`src/rtl/accel_sample_reader.sv`:
```
// SPI (mode 3) master for a 3-axis accelerometer: one power-control write after reset,
// then a periodic 16-bit X-axis read presented on data_x with a one-cycle data_update.
module accel_sample_reader #(
  parameter int unsigned CLK_DIV       = 2,
  parameter int unsigned SAMPLE_PERIOD = 200,
  parameter logic [5:0]  REG_ADDR      = 6'h32,
  parameter logic [5:0]  INIT_ADDR     = 6'h2D,
  parameter logic [7:0]  INIT_DATA     = 8'h08
) (
  input  logic        clock,
  input  logic        reset,
  input  logic        enable,
  input  logic        spi_miso,
  output logic        spi_sclk,
  output logic        spi_cs_n,
  output logic        spi_mosi,
  output logic [15:0] data_x,
  output logic        data_update,
  output logic        busy
);

  localparam int unsigned DIV_W = (CLK_DIV > 1) ? $clog2(CLK_DIV) : 1;
  localparam int unsigned TMR_W = $clog2(SAMPLE_PERIOD);

  localparam logic [DIV_W-1:0] DIV_LAST = DIV_W'(CLK_DIV - 1);
  localparam logic [TMR_W-1:0] TMR_LAST = TMR_W'(SAMPLE_PERIOD - 1);

  // Half-phase index: 0 = setup, 1..2N alternate sclk low/high, 2N+1 = hold.
  localparam logic [5:0] HALF_LAST_INIT = 6'd33;
  localparam logic [5:0] HALF_LAST_READ = 6'd49;

  localparam logic [23:0] INIT_FRAME = {2'b00, INIT_ADDR, INIT_DATA, 8'h00};
  localparam logic [23:0] READ_FRAME = {2'b11, REG_ADDR, 16'h0000};

  typedef enum logic [1:0] {
    S_INIT,
    S_INIT_XFER,
    S_IDLE,
    S_READ_XFER
  } state_t;

  state_t r_state;
  state_t w_state_nxt;

  logic             r_sclk;
  logic             r_cs_n;
  logic             r_mosi;
  logic [15:0]      r_data;
  logic             r_update;
  logic             r_busy;
  logic [TMR_W-1:0] r_timer;
  logic [DIV_W-1:0] r_div;
  logic [5:0]       r_half;
  logic [23:0]      r_tx;
  logic [15:0]      r_rx;

  logic       w_in_xfer;
  logic [5:0] w_half_last;
  logic [5:0] w_h_nxt;
  logic       w_xfer_end;
  logic       w_tick;
  logic       w_low_ph;
  logic       w_rise_ph;
  logic       w_start_init;
  logic       w_start_read;

  assign spi_sclk    = r_sclk;
  assign spi_cs_n    = r_cs_n;
  assign spi_mosi    = r_mosi;
  assign data_x      = r_data;
  assign data_update = r_update;
  assign busy        = r_busy;

  always_ff @(posedge clock) begin
    if (reset) begin
      r_state <= S_INIT;
    end else begin
      r_state <= w_state_nxt;
    end
  end

  always_comb begin
    w_state_nxt  = r_state;
    w_start_init = 1'b0;
    w_start_read = 1'b0;
    w_in_xfer    = (r_state == S_INIT_XFER) || (r_state == S_READ_XFER);
    w_half_last  = (r_state == S_READ_XFER) ? HALF_LAST_READ : HALF_LAST_INIT;
    w_xfer_end   = w_in_xfer && (r_div == DIV_LAST) && (r_half == w_half_last);
    w_tick       = (r_timer == TMR_LAST);
    w_h_nxt      = r_half + 6'd1;
    w_low_ph     = w_h_nxt[0] && (w_h_nxt < w_half_last);
    w_rise_ph    = !w_h_nxt[0] && (w_h_nxt >= 6'd2);

    case (r_state)
      S_INIT: begin
        w_state_nxt  = S_INIT_XFER;
        w_start_init = 1'b1;
      end
      S_INIT_XFER: begin
        if (w_xfer_end) begin
          w_state_nxt = S_IDLE;
        end
      end
      S_IDLE: begin
        if (w_tick && enable) begin
          w_state_nxt  = S_READ_XFER;
          w_start_read = 1'b1;
        end
      end
      S_READ_XFER: begin
        if (w_xfer_end) begin
          w_state_nxt = S_IDLE;
        end
      end
      default: begin
        w_state_nxt = S_INIT;
      end
    endcase
  end

  always_ff @(posedge clock) begin
    if (reset) begin
      r_sclk   <= 1'b1;
      r_cs_n   <= 1'b1;
      r_mosi   <= 1'b0;
      r_data   <= '0;
      r_update <= 1'b0;
      r_busy   <= 1'b0;
      r_timer  <= '0;
      r_div    <= '0;
      r_half   <= '0;
      r_tx     <= '0;
      r_rx     <= '0;
    end else begin
      r_update <= 1'b0;

      // Timer only runs once configured; it is held at zero through the init write.
      if (r_state == S_IDLE || r_state == S_READ_XFER) begin
        r_timer <= w_tick ? '0 : r_timer + 1'b1;
      end else begin
        r_timer <= '0;
      end

      if (w_start_init || w_start_read) begin
        r_cs_n <= 1'b0;
        r_busy <= 1'b1;
        r_sclk <= 1'b1;
        r_mosi <= 1'b0;
        r_div  <= '0;
        r_half <= '0;
        r_tx   <= w_start_init ? INIT_FRAME : READ_FRAME;
      end else if (w_xfer_end) begin
        r_cs_n <= 1'b1;
        r_busy <= 1'b0;
        r_sclk <= 1'b1;
        r_mosi <= 1'b0;
        if (r_state == S_READ_XFER) begin
          // First data byte received is the low byte, second the high byte.
          r_data   <= {r_rx[7:0], r_rx[15:8]};
          r_update <= 1'b1;
        end
      end else if (w_in_xfer) begin
        if (r_div == DIV_LAST) begin
          r_div  <= '0;
          r_half <= w_h_nxt;
          if (w_low_ph) begin
            r_sclk <= 1'b0;
            r_mosi <= r_tx[23];
            r_tx   <= {r_tx[22:0], 1'b0};
          end else begin
            r_sclk <= 1'b1;
            if (w_rise_ph) begin
              r_rx <= {r_rx[14:0], spi_miso};
            end
          end
        end else begin
          r_div <= r_div + 1'b1;
        end
      end
    end
  end

endmodule

```
`config.mk`:
```
export PLATFORM = sky130hd
export DESIGN_NAME = accel_sample_reader
export DESIGN_NICKNAME = d
export VERILOG_FILES = /design/src/rtl/accel_sample_reader.sv
export SDC_FILE = /design/constraint.sdc
export NUM_CORES = 1
export LEC_CHECK = 0
export CAP_MARGIN = 5
export CORE_UTILIZATION = 56
export DETAILED_ROUTE_END_ITERATION = 8
export PLACE_DENSITY = 0.78
export SYNTH_ARGS = -nofsm -noshare
export SYNTH_HDL_FRONTEND = slang
export SYNTH_SLANG_ARGS = --single-unit
```
`constraint.sdc`:
```
create_clock -name clock -period 2.8 [get_ports clock]
set_input_delay 0.42 -clock clock [delete_from_list [all_inputs] [get_ports clock]]
set_output_delay 0.42 -clock clock [all_outputs]
set_load 0.01 [all_outputs]
```
# Word level (Yosys, flattened, before mapping)
# Cells that the tools add are included.
[word_totals] out_inout_bits=21 latch_bits=0 ff_bits=78 rom_bits=0 elab_cells=76 mem_bits_rw=0 n_memories=0 in_bits=4
[op_classes] addsub=3 bitwise_logic=4 magnitude_cmp=2 mux=20 n_shift=0 n_mul=0 eq_ne=8 n_reduce_logical=27 n_div=0
[op_table] cell="24-bit 2-to-1 mux" count=6
[op_table] cell="1-bit 2-to-1 mux" count=10
[op_table] cell="3-bit AND reduction" count=3
[op_table] cell="3-bit OR reduction" count=3
[op_table] cell="8-bit by 1-bit adder with 8-bit output, second input constant" count=1
[op_table] cell="8-bit equality test, second input constant" count=1
[op_table] cell="2-bit nonzero test" count=4
[op_table] cell="6-bit by 1-bit adder with 6-bit output, second input constant" count=1
[op_table] cell="6-bit equality test" count=1
[op_table] cell="6-bit by 2-bit greater-or-equal comparator with 1-bit output, second input constant" count=1
[op_table] cell="6-bit less-than comparator" count=1
[op_table] cell="2-bit case mux with 3 select lines" count=1
[op_table] cell="2-bit AND reduction" count=3
[op_table] cell="6-bit AND reduction" count=1
[op_table] cell="1-bit logical AND" count=5
[op_table] cell="5-bit 2-to-1 mux" count=1
[op_table] cell="2-bit equality test, second input constant" count=2
[op_table] cell="2-bit 2-to-1 mux" count=2
[op_table] cell="2-bit by 1-bit != test with 1-bit output, second input constant" count=2
[op_table] cell="1-bit inverter" count=4
[op_table] cell="4-bit AND reduction" count=1
[op_table] cell="2-bit OR reduction" count=2
[op_table] cell="1-bit logical OR" count=3
[op_table] cell="2-bit by 1-bit equality test with 1-bit output, second input constant" count=1
[op_table] cell="4 further kinds" count=4

# Logic depth before layout (Yosys ltp)
[depth] word_depth=9 depth_mapped=9 ltp_nobuf=8

# Worst setup path after synthesis
# OpenSTA, ideal clock, no wires.
[synth_path] path_kind="reg-to-reg" from="register r_half[0]" to="register r_rx[11]" path_stages_with_launch=9 setup_slack_ns=0.704 arrival_ns=1.977 path_buffers=2 t_required_ns=2.681 setup_time_ns=0.119 cell_sequence="dfxtp_1 ha_1 nand3_2 xnor2_1 or3b_1 o311a_1 buf_6 buf_12 mux2i_1"
[synth_via] elab_chain_cells=5 elab_cells_between_ends=11 cone_classes="1 x add/sub; 2 x order compare; 1 x eq/ne; 2 x bitwise; 5 x reduce/logical"
[synth_lines] element="start: declaration" line_no="53" rtl="logic [5:0] r_half;"
[synth_lines] element="start signal: assignment" line_no="165" rtl="r_half <= w_h_nxt;"
[synth_lines] element="6-bit by 1-bit adder with 6-bit output" line_no="90" rtl="w_h_nxt = r_half + 6'd1;"
[synth_lines] element="6-bit less-than comparator" line_no="91" rtl="w_low_ph = w_h_nxt[0] && (w_h_nxt < w_half_last);"
[synth_lines] element="1-bit logical AND" line_no="91"
[synth_lines] element="1-bit inverter (no line)"
[synth_lines] element="6-bit AND reduction (no line) *"
[synth_lines] element="end signal: assignment" line_no="173" rtl="r_rx <= {r_rx[14:0], spi_miso};"
[synth_lines] element="end: declaration" line_no="55" rtl="logic [15:0] r_rx;"
# Every way passes the cells marked *; elsewhere a longest branch is shown, timed or not.
# A chain may end at the register's enable or synchronous reset.

# Worst setup path in the final report
[layout_path] from="register r_half[0]" to="register r_tx[23]"
[layout_via] elab_chain_cells=5 elab_cells_between_ends=8 cone_classes="1 x add/sub; 1 x order compare; 2 x eq/ne; 4 x reduce/logical"
[layout_lines] element="6-bit by 1-bit adder with 6-bit output" line_no="90"
[layout_lines] element="6-bit less-than comparator" line_no="91"
[layout_lines] element="1-bit logical AND" line_no="91"
[layout_lines] element="2-bit nonzero test (no line)"
[layout_lines] element="4-bit AND reduction (no line) *"
[layout_lines] element="end signal: assignment" line_no="151" rtl="r_tx <= w_start_init ? INIT_FRAME : READ_FRAME;"
[layout_lines] element="end signal: assignment" line_no="169" rtl="r_tx <= {r_tx[22:0], 1'b0};"
[layout_lines] element="end: declaration" line_no="54" rtl="logic [23:0] r_tx;"
# Marked as above.

==> impl_metrics.py <==
metrics = {
    "clocking": {
        "cts_resized": 0,
        "root_buffer": "clkbuf_8",
        "cts_max_level": 3,
        "clkTransAtPathRegs_ns": 0.07,
        "cts_hold_buf": 0,
        "clk_latency_ns": 0.35,
        "cts_setup_buffers": 0,
        "cts_tree": "yes",
        "cts_sinks": 67,
        "cts_buffers": 9,
        "cts_buffer_depth": 2,
    },
    "floorplanning": {
        "io_pins": 25,
        "start_util": 0.5882,
        "dieArea_um2": 5280,
        "rows": 25,
        "die_h_um": 72.67,
        "core_area_um2": 4755,
        "die_w_um": 72.67,
    },
    "setup_path": {
        "worstSetupPathType": "register to register",
        "path_max_fanout": 11,
        "worstSetupEndpointType": "register",
        "worstRegToRegCells": 8,
        "worst_ep_arrival_time_ns": 2.80,
        "cp-start-kind": "register",
        "critPathRequiredTime_ns": 3.07,
    },
    "logic_synthesis": {
        "synth_area_um2": 2796,
        "ys_seq_area_frac": 0.4796,
        "synth_top_flop_cell": "dfxtp_1",
        "synth-edff-count": 0,
        "async_flop_share": 0,
        "syn_avg_cell_area_um2": 9.079,
        "yosysMostFrequentCell": "dfxtp_1",
        "yosysUniqueCellTypes": 40,
        "ys_ff_latch": 67,
        "yosysTopAreaCellShare": 0.4796,
        "synth_area_leaders": "dfxtp_1 48%, mux2i_1 7.2%, a21oi_1 5.7%, nand2b_1 5.6%, nand2_1 5.5%",
        "ys.warnings.count": 0,
        "synth_common_cells": "67 x dfxtp_1, 41 x nand2_1, 32 x a21oi_1",
        "synthCells": 308,
        "synth_top_cell_by_area": "dfxtp_1",
        "synth_nets": 316,
    },
    "pwr": {
        "total_leakage_power_nw": 1.096,
        "power_density_nw_per_um2": 549.5,
        "ir_drop_uv": 436.0,
    },
    "sta": {
        "tns_ns": 0,
        "drv_slew": 0,
        "period_needed_ns": 2.525,
        "rsz0062_at_grt": "no",
        "finalCritPeriodShare": 0.9019,
        "tightest_slew_ns": 0.9297,
        "max_slew_margin": 0.3802,
        "finalSetupViolCount": 0,
        "skew_ns": 0.006977,
        "fmax_mhz": 396.0,
        "hold_viol": 0,
    },
    "route": {
        "first_iter_violations": 112,
        "via_count": 2109,
        "dr.pass1.iters": 4,
        "drc": 0,
        "antenna_left": 0,
        "wirelength_um": 5108,
        "viasPerCell": 5.286,
        "wl_per_cell_um": 12.80,
    },
    "finish": {
        "ff_latch_area_um2": 1341,
        "fillers": 414,
        "n_antenna_cell": 0,
        "multi_input_area_um2": 1320,
        "nNetsFinal": 335,
        "drive_gt1_frac": 0.07530,
        "layoutNonFillerInstCount": 399,
        "design_area_um2": 3201,
        "area_growth_pct": 14.45,
    },
    "worst_hold_path": {
        "hold_path.class": "register to register",
        "hold_depth": 2,
    },
    "job": {
        "drv_cap": 0,
    },
    "placement": {
        "dp_hpwl_um": 3428,
        "dp_cells": 383,
        "gp_congestion": 0.9162,
        "place_area_um2": 3023,
        "io_buffers": 24,
    },
    "grt": {
        "grt_max_degree": 50,
        "antenna_found_initial": 0,
        "grt_pass1_vias": 1915,
        "grt_overflow": 0,
        "grt_usage": 0.2189,
        "grt_pass1_wl_um": 8756,
    },
    "run_status": {
        "status": "finished clean",
    },
}
## power by group
part | switching, W | leakage, nW | internal, W | total (W)
combinational | 0.0000344 | 0.461 | 0.0000299 | 0.0000643
sequential | 0.00000944 | 0.542 | 0.000964 | 0.000974
clock | 0.000376 | 0.0924 | 0.000345 | 0.000721
## routing by layer
metal / routed length, um / track usage
met4: 131 / 0.1373
met3: 172 / 0.04144
met2: 2279 / 0.3219
met5: 0 / 0
met1: 2525 / 0.2963
## path summary, 6_finish.rpt
kind                            startpoint        end  slack (ns)
worst max-delay path             r_half[0]   r_tx[23]        0.27
worst min-delay path               r_rx[1]  data_x[9]        0.45
worst max register to register   r_half[0]   r_tx[23]        0.27
worst min register to register     r_rx[1]  data_x[9]        0.45
## metrics by stage
step	setup WS (ns)	utilization	hold slack (ns)	total power, W
3_5_place_dp	0.3205	0.6358	0.4465	0.001060
4_1_cts	0.3063	0.6732	0.4525	0.001778
6_report	0.2748	0.6732	0.4457	0.001759
5_1_grt	0.05287	0.6732	0.4709	0.001824
3_3_place_gp	0.4211	0.6358	0.4266	0.001059
2_1_floorplan	0.7037	-	0.4132	0.001042
## cell usage in the layout (no fill, tap or decap), types with 2 or more instances in the layout
cell,n
dfxtp_1,67
nand2_1,41
a21oi_1,32
nor2_1,26
nand2b_1,25
clkdlybuf4s50_1,24
mux2i_1,20
nand3_1,12
o21ai_0,10
clkbuf_8,10
xor2_1,8
inv_1,4
xnor2_1,4
a211oi_1,4
ha_1,4
nor3_1,3
a31oi_1,3
and3_1,3
a211oi_2,3
clkinv_2,3
buf_4,3
o311a_1,2
or2_2,2
## flip-flops by register name, summed over array words and instances, names as in the netlist, 2 cells and up
| register | count |
|---|---|
| data_x | 16 |
| r_rx | 16 |
| r_tx | 13 |
| r_timer | 8 |
| r_half | 6 |
| r_state | 2 |
## worst max-delay path, cell delays in order, from the launching register on
cell	delay, ns
dfxtp_1	0.46
ha_1	0.30
nand3_2	0.12
xnor2_1	0.20
ha_1	0.26
nor2_1	0.15
a221o_1	0.35
a21o_1	0.41
mux2i_1	0.22
## cells by family (layout without fill, tap and decap cells)
logic type | Yosys count | in the layout | synth area share
xor+xnor | 12 | 12 | 0.03758
flops | 67 | 67 | 0.4796
buf+inv | 23 | 47 | 0.04832
simple gates | 120 | 120 | 0.2076
compound gates | 62 | 62 | 0.1374
fa+ha+maj | 4 | 4 | 0.01790
mux | 20 | 20 | 0.07159
## layout make-up
class,instances,area share
clock inverter,6,0.01251
inverter,4,0.004691
sequential,67,0.4191
clock buffer,10,0.04300
tap,67,0.02619
timing repair buffer,27,0.08210
multi-input combinational,218,0.4124
Power figures use the tool's default switching activity.
